$ cat config.mk
export PLATFORM = sky130hd
export DESIGN_NAME = ctrl_pipe_unit
export DESIGN_NICKNAME = d
export VERILOG_FILES = /design/src/rtl/ctrl_pkg.sv /design/src/rtl/ctrl_hazard_det.sv /design/src/rtl/ctrl_pipe_unit.sv
export SDC_FILE = /design/constraint.sdc
export NUM_CORES = 1
export LEC_CHECK = 0
export CORE_AREA = 2 2 58 60
export CTS_CLUSTER_SIZE = 24
export DETAILED_ROUTE_END_ITERATION = 7
export DIE_AREA = 0 0 60 62
export MAX_ROUTING_LAYER = met4
export PLACE_DENSITY = 0.76
export REMOVE_ABC_BUFFERS = 1
export SLEW_MARGIN = 10
export SYNTH_ARGS = -nofsm -noshare
export SYNTH_HDL_FRONTEND = slang
export SYNTH_SLANG_ARGS = --single-unit
$ cat constraint.sdc
create_clock -name clk_i -period 4.9 [get_ports clk_i]
set_input_delay 1.47 -clock clk_i [delete_from_list [all_inputs] [get_ports clk_i]]
set_output_delay 1.47 -clock clk_i [all_outputs]
set_load 0.02 [all_outputs]
$ cat src/rtl/ctrl_pkg.sv
// Shared control-word definitions for the pipeline control unit.
// Opcodes, per-stage control field layouts and the bubble constant.
package ctrl_pkg;

  localparam logic [5:0] OP_RTYPE = 6'b000000;
  localparam logic [5:0] OP_ADDI  = 6'b001000;
  localparam logic [5:0] OP_LW    = 6'b100011;
  localparam logic [5:0] OP_SW    = 6'b101011;
  localparam logic [5:0] OP_BEQ   = 6'b000100;
  localparam logic [5:0] OP_J     = 6'b000010;

  typedef struct packed {
    logic mem_to_reg;
    logic reg_write;
  } wb_fields_t;

  typedef struct packed {
    logic       mem_write;
    logic       mem_read;
    wb_fields_t wb;
  } mem_fields_t;

  typedef struct packed {
    logic        reg_dst;
    logic [1:0]  alu_op;
    logic        alu_src;
    mem_fields_t mem;
  } ex_fields_t;

  // Full 10-bit decoded word; branch/jump are consumed in ID and never staged.
  typedef struct packed {
    ex_fields_t ex;
    logic       branch;
    logic       jump;
  } ctrl_word_t;

  localparam int CW_W      = $bits(ctrl_word_t);
  localparam int CW_JUMP   = 0;
  localparam int CW_BRANCH = 1;

  localparam ctrl_word_t NOP_WORD = '0;

endpackage

$ cat src/rtl/ctrl_hazard_det.sv
// Combinational stall detection: load-use and beq operand hazards.
// Register $0 never matches, so it can never cause a stall.
module ctrl_hazard_det #(
  parameter int REG_AW = 5
) (
  input  logic              use_rs_i,
  input  logic              use_rt_i,
  input  logic              is_beq_i,
  input  logic [REG_AW-1:0] rs_i,
  input  logic [REG_AW-1:0] rt_i,
  input  logic              ex_mem_read_i,
  input  logic              ex_reg_write_i,
  input  logic [REG_AW-1:0] ex_dst_i,
  input  logic              mem_mem_read_i,
  input  logic [REG_AW-1:0] mem_dst_i,
  output logic              stall_o
);

  logic ex_hit_rs, ex_hit_rt, mem_hit;
  logic load_use, br_ex, br_mem;

  assign ex_hit_rs = (ex_dst_i != '0) && (ex_dst_i == rs_i);
  assign ex_hit_rt = (ex_dst_i != '0) && (ex_dst_i == rt_i);
  assign mem_hit   = (mem_dst_i != '0) && ((mem_dst_i == rs_i) || (mem_dst_i == rt_i));

  assign load_use = ex_mem_read_i && ((use_rs_i && ex_hit_rs) || (use_rt_i && ex_hit_rt));
  // beq compares in ID, so any producer still in EX, or a load in MEM, is too late to forward.
  assign br_ex    = is_beq_i && ex_reg_write_i && (ex_hit_rs || ex_hit_rt);
  assign br_mem   = is_beq_i && mem_mem_read_i && mem_hit;

  assign stall_o = load_use || br_ex || br_mem;

endmodule

$ cat src/rtl/ctrl_pipe_unit.sv
// Main pipeline control: ID decode, ID/EX-EX/MEM-MEM/WB control staging, hazard stalls.
// Optional perf counters are built when CTRL_PERF_CNT_EN is defined.
module ctrl_pipe_unit
  import ctrl_pkg::*;
#(
  parameter int OP_W    = 6,
  parameter int REG_AW  = 5,
  parameter int ALUOP_W = 2
`ifdef CTRL_PERF_CNT_EN
  , parameter int CNT_W = 16
`endif
) (
  input  logic               clk_i,
  input  logic               rst_i,
  input  logic [OP_W-1:0]    op_i,
  input  logic [REG_AW-1:0]  rs_i,
  input  logic [REG_AW-1:0]  rt_i,
  input  logic [REG_AW-1:0]  rd_i,
  input  logic               br_eq_i,
  output logic               pc_write_o,
  output logic               if_id_write_o,
  output logic               if_id_flush_o,
  output logic               id_jump_o,
  output logic               id_branch_o,
  output logic [ALUOP_W+1:0] ex_ctrl_o,
  output logic [REG_AW-1:0]  ex_dst_o,
  output logic [1:0]         mem_ctrl_o,
  output logic [1:0]         wb_ctrl_o,
  output logic [REG_AW-1:0]  wb_dst_o,
`ifdef CTRL_PERF_CNT_EN
  output logic [CNT_W-1:0]   stall_cnt_o,
  output logic [CNT_W-1:0]   flush_cnt_o,
`endif
  output logic               illegal_o
);

  ctrl_word_t        dec_word;
  logic [CW_W-1:0]   dec_bits;
  logic              use_rs, use_rt, illegal;
  logic              stall;
  logic [REG_AW-1:0] id_dst;

  ex_fields_t        id_ex_d, id_ex_q;
  logic [REG_AW-1:0] id_ex_dst_d, id_ex_dst_q;
  mem_fields_t       ex_mem_q;
  logic [REG_AW-1:0] ex_mem_dst_q;
  wb_fields_t        mem_wb_q;
  logic [REG_AW-1:0] mem_wb_dst_q;

  always_comb begin
    dec_word = NOP_WORD;
    use_rs   = 1'b0;
    use_rt   = 1'b0;
    illegal  = 1'b0;
    case (op_i)
      OP_RTYPE: begin
        dec_word.ex.reg_dst          = 1'b1;
        dec_word.ex.mem.wb.reg_write = 1'b1;
        dec_word.ex.alu_op           = 2'b10;
        use_rs = 1'b1;
        use_rt = 1'b1;
      end
      OP_ADDI: begin
        dec_word.ex.alu_src          = 1'b1;
        dec_word.ex.mem.wb.reg_write = 1'b1;
        use_rs = 1'b1;
      end
      OP_LW: begin
        dec_word.ex.alu_src           = 1'b1;
        dec_word.ex.mem.mem_read      = 1'b1;
        dec_word.ex.mem.wb.reg_write  = 1'b1;
        dec_word.ex.mem.wb.mem_to_reg = 1'b1;
        use_rs = 1'b1;
      end
      OP_SW: begin
        dec_word.ex.alu_src       = 1'b1;
        dec_word.ex.mem.mem_write = 1'b1;
        use_rs = 1'b1;
        use_rt = 1'b1;
      end
      OP_BEQ: begin
        dec_word.branch    = 1'b1;
        dec_word.ex.alu_op = 2'b01;
        use_rs = 1'b1;
        use_rt = 1'b1;
      end
      OP_J:    dec_word.jump = 1'b1;
      default: illegal = 1'b1;
    endcase
  end

  assign dec_bits = dec_word;
  assign id_dst   = dec_word.ex.reg_dst ? rd_i : rt_i;

  ctrl_hazard_det #(.REG_AW(REG_AW)) u_hazard (
    .use_rs_i       (use_rs),
    .use_rt_i       (use_rt),
    .is_beq_i       (dec_bits[CW_BRANCH]),
    .rs_i           (rs_i),
    .rt_i           (rt_i),
    .ex_mem_read_i  (id_ex_q.mem.mem_read),
    .ex_reg_write_i (id_ex_q.mem.wb.reg_write),
    .ex_dst_i       (id_ex_dst_q),
    .mem_mem_read_i (ex_mem_q.mem_read),
    .mem_dst_i      (ex_mem_dst_q),
    .stall_o        (stall)
  );

  assign id_ex_d     = stall ? NOP_WORD.ex : dec_word.ex;
  assign id_ex_dst_d = stall ? '0 : id_dst;

  // ID/EX -> EX/MEM -> MEM/WB; later stages never back-pressure
  always_ff @(posedge clk_i) begin
    if (rst_i) begin
      id_ex_q      <= '0;
      id_ex_dst_q  <= '0;
      ex_mem_q     <= '0;
      ex_mem_dst_q <= '0;
      mem_wb_q     <= '0;
      mem_wb_dst_q <= '0;
    end else begin
      id_ex_q      <= id_ex_d;
      id_ex_dst_q  <= id_ex_dst_d;
      ex_mem_q     <= id_ex_q.mem;
      ex_mem_dst_q <= id_ex_dst_q;
      mem_wb_q     <= ex_mem_q.wb;
      mem_wb_dst_q <= ex_mem_dst_q;
    end
  end

  assign pc_write_o    = !stall;
  assign if_id_write_o = !stall;
  assign id_branch_o   = dec_bits[CW_BRANCH] && br_eq_i && !stall;
  assign id_jump_o     = dec_bits[CW_JUMP] && !stall;
  assign if_id_flush_o = id_branch_o || id_jump_o;
  assign illegal_o     = illegal;

  assign ex_ctrl_o  = {id_ex_q.reg_dst, id_ex_q.alu_op, id_ex_q.alu_src};
  assign ex_dst_o   = id_ex_dst_q;
  assign mem_ctrl_o = {ex_mem_q.mem_write, ex_mem_q.mem_read};
  assign wb_ctrl_o  = {mem_wb_q.mem_to_reg, mem_wb_q.reg_write};
  assign wb_dst_o   = mem_wb_dst_q;

`ifdef CTRL_PERF_CNT_EN
  logic [CNT_W-1:0] stall_cnt_d, stall_cnt_q;
  logic [CNT_W-1:0] flush_cnt_d, flush_cnt_q;

  function automatic logic [CNT_W-1:0] sat_inc(input logic [CNT_W-1:0] v);
    return (&v) ? v : v + 1'b1;
  endfunction

  assign stall_cnt_d = stall         ? sat_inc(stall_cnt_q) : stall_cnt_q;
  assign flush_cnt_d = if_id_flush_o ? sat_inc(flush_cnt_q) : flush_cnt_q;

  always_ff @(posedge clk_i) begin
    if (rst_i) begin
      stall_cnt_q <= '0;
      flush_cnt_q <= '0;
    end else begin
      stall_cnt_q <= stall_cnt_d;
      flush_cnt_q <= flush_cnt_d;
    end
  end

  assign stall_cnt_o = stall_cnt_q;
  assign flush_cnt_o = flush_cnt_q;
`else
  // Counters compiled out; stalls and flushes are visible only through the enables.
`endif

endmodule

==> results.toml <==
[critical_path]
critPathLaunchType = "input pin"
crit_chain = "clkdlybuf4s15_1 -> nor4_4 -> a21oi_2 -> or4_4 -> a2111oi_4 -> buf_4 -> nor3_1 -> buf_4"
critical_path_class = "input pin to primary output"
end_kind = "primary output"
regToRegSetupSlack_ns = 2.53
regToRegStartpoint = "ex_dst_o[2]$_SDFF_PP0_"
critPathMostFrequentCell = "buf_4"
cp_slowest_cell = "or4_4"
crit_required_ns = 3.43
arrival_ns = 3.37
cp_max_fo = 2
worstReg2RegEnd = "ex_dst_o[2]$_SDFF_PP0_"
r2r_cells = 9
critical_path.max_stage_delay_ns = 0.55

[synthesis]
yosysWarnings = 0
synth_seq_area_share_pct = 41.8
synth_edf_count = 0
synth_area_leaders = "dfxtp_1 42%, xnor2_1 11%, nor2b_1 7.3%"
synth_top_area_share_pct = 41.8
avgSynthCellArea_um2 = 9.79
synthArstFlopShare_pct = 0
ys_top_cells_by_count = "27 x dfxtp_1, 16 x xnor2_1, 15 x nor2b_1"
synth_ff_type = "dfxtp_1"
yosysMostFrequentCell = "dfxtp_1"
synthDistinctLibCells = 32
syn_area_mm2 = 0.00129
yosysTopAreaCell = "dfxtp_1"
ys_seq_elements = 27
syn_inst = 132

[global_routing]
globalRoute.totalOverflow = 0
grt_pass1_vias = 1180
antenna_found_initial = 0
grt_pass1_wl_mm = 5.07
grt_max_degree = 27
grt_usage_pct = 19.1

[outcome]
outcome = "finished clean"

[min_path]
min_to = "wb_ctrl_o[0]$_SDFF_PP0_"
hold_path.class = "flop to flop"
hp-start = "ex_mem_q[0]$_SDFF_PP0_"
holdPathStages = 1

[sta]
period_needed_ns = 4.84
holdWs_ns = 0.455
tightest_slew_ns = 0.898
final_hold_viol_count = 0
period_share_pct = 98.8
fmaxAchievable_mhz = 207
slew_headroom_pct = 39.9
fin_skew_ns = 0.00206
timing.final.ws_setup_ns = 0.0605
setup_violations = 0
maxSlewViolCount = 0

[die]
rows = 21
die_w_um = 60
start_util_pct = 40.7
core_area_mm2 = 0.00318
die-area_mm2 = 0.00372
die_h_um = 62
ios = 48

[cells_and_area]
insertedDiodeCount = 0
final_layout_size_suffix_gt1_share_pct = 23.4
final_cells = 247
fin_util_pct = 62.3
fillCellCount = 270
nets = 226
area_growth_pct = 53.2

[run]
cap_violations = 0

[placement]
placed_cells = 237
place.gp.congestion = 0.879
hpwl_mm = 2.55
io_buffers = 47
place_ws_ns = -0.653

[clock_network]
clockBufferDepth = 2
clkTransAtPathRegs_ns = 0.13
hold_buffers = 0
cts_buffers = 3
insertion_delay_ns = 0.33
cts_tree = "yes"
cts_sinks = 27
clk_root_buffer_cell = "clkbuf_4"
h-tree-depth = 1

[route]
antenna_left = 0
vias = 1202
wl_mm = 3.36
post_drt_wl_per_cell_um = 13.6
drc = 0
drtIter0Drc = 33
vias_per_cell = 4.87
dr.pass1.iters = 4

[pwr]
p_leak_uw = 0.000816
peakVddDrop_v = 0.0000829
powerDensity_mw_per_mm2 = 208
[registers in the layout, indices dropped and copies added, names as in the netlist]
name,flops
ex_dst_o,5
id_ex_q,3
ex_mem_q,1
mem_ctrl_o,2
wb_dst_o,5
wb_ctrl_o,2
ex_ctrl_o,4
ex_mem_dst_q,5
[critical path: cells and delay by family]
family	cells	cell delay (ns)
AO/OA/AOI/OAI	2	0.39
AND/OR/NAND/NOR	3	0.95
buffers and inverters	3	0.55
[report_power, final]
part	internal, uW	switching [uW]	total [uW]
clock network	32.0	63.4	95.4
logic	48.6	36.5	85.1
registers	225	6.58	232
[placed cells by master (no fill, tap or decap), types with 2 or more instances in the layout]
master	instances
or4_1	2
buf_4	30
nor3_1	8
clkdlybuf4s50_1	34
xnor2_1	16
o21bai_1	2
clkdlybuf4s15_1	2
a21oi_1	2
clkbuf_4	3
nand2_1	6
nor2_1	5
mux2i_1	5
nand3_1	4
dlygate4sd2_1	4
dfxtp_1	27
clkbuf_2	2
a21oi_2	2
xor2_1	4
nor2b_1	15
buf_2	3
nor4_1	5
[cell families (layout without fill, tap and decap cells)]
logic type,after synthesis,count (layout),synth area share (%)
AND/OR/NAND/NOR,56,56,26.5
XOR/XNOR,20,20,13.6
AO/OA/AOI/OAI,11,11,7.26
buffers and inverters,12,81,6.20
multiplexers,5,5,3.87
flip-flops,27,27,41.8
adder cells (fa/ha/maj),1,1,0.774
[worst max-delay path by stage]
stage          startpoint            end  slack (ns)  cells after the start
2_1_floorplan     op_i[5]  if_id_write_o        0.10                      5
3_3_place_gp      op_i[1]  if_id_write_o       -0.60                      7
3_5_place_dp      op_i[1]     pc_write_o       -0.65                      7
4_1_cts           op_i[4]      id_jump_o       0.004                      6
5_1_grt           op_i[3]  if_id_flush_o       -0.02                      8
6_report          op_i[3]  if_id_flush_o        0.06                      8
[repair_timing]
item                                    in CTS  in global routing
buffers inserted                             5                  1
pin swaps                                    4                  3
endpoints found under the setup margin       4                  5
endpoints found under the hold margin        0                  0
resized for setup                           27                 12
[layer usage]
metal	wire (um)	up-vias	track usage [%]
li1	-	594	-
met5	0	-	-
met4	106	0	9.84
met2	1690	45	33.9
met3	208	10	2.69
met1	1350	553	20.9
[through the flow]
stage	setup TNS [ns]	power (uW)	cell area, um^2
after floorplan	0	268	1210
after global placement	-2.37	320	1920
after detailed placement	-2.57	322	1920
after CTS	0	414	1960
after global routing	-0.0627	429	1980
final	0	412	1980
[layout make-up]
type / count / area, um^2 / area share, %
multi-input cells: 93 / 687 / 34.7
clock buffers: 4 / 26.3 / 1.33
well taps: 46 / 57.6 / 2.91
flip-flops and latches: 27 / 541 / 27.3
repair buffers: 77 / 669 / 33.8
Note: power is estimated with default switching activity, not from simulation.
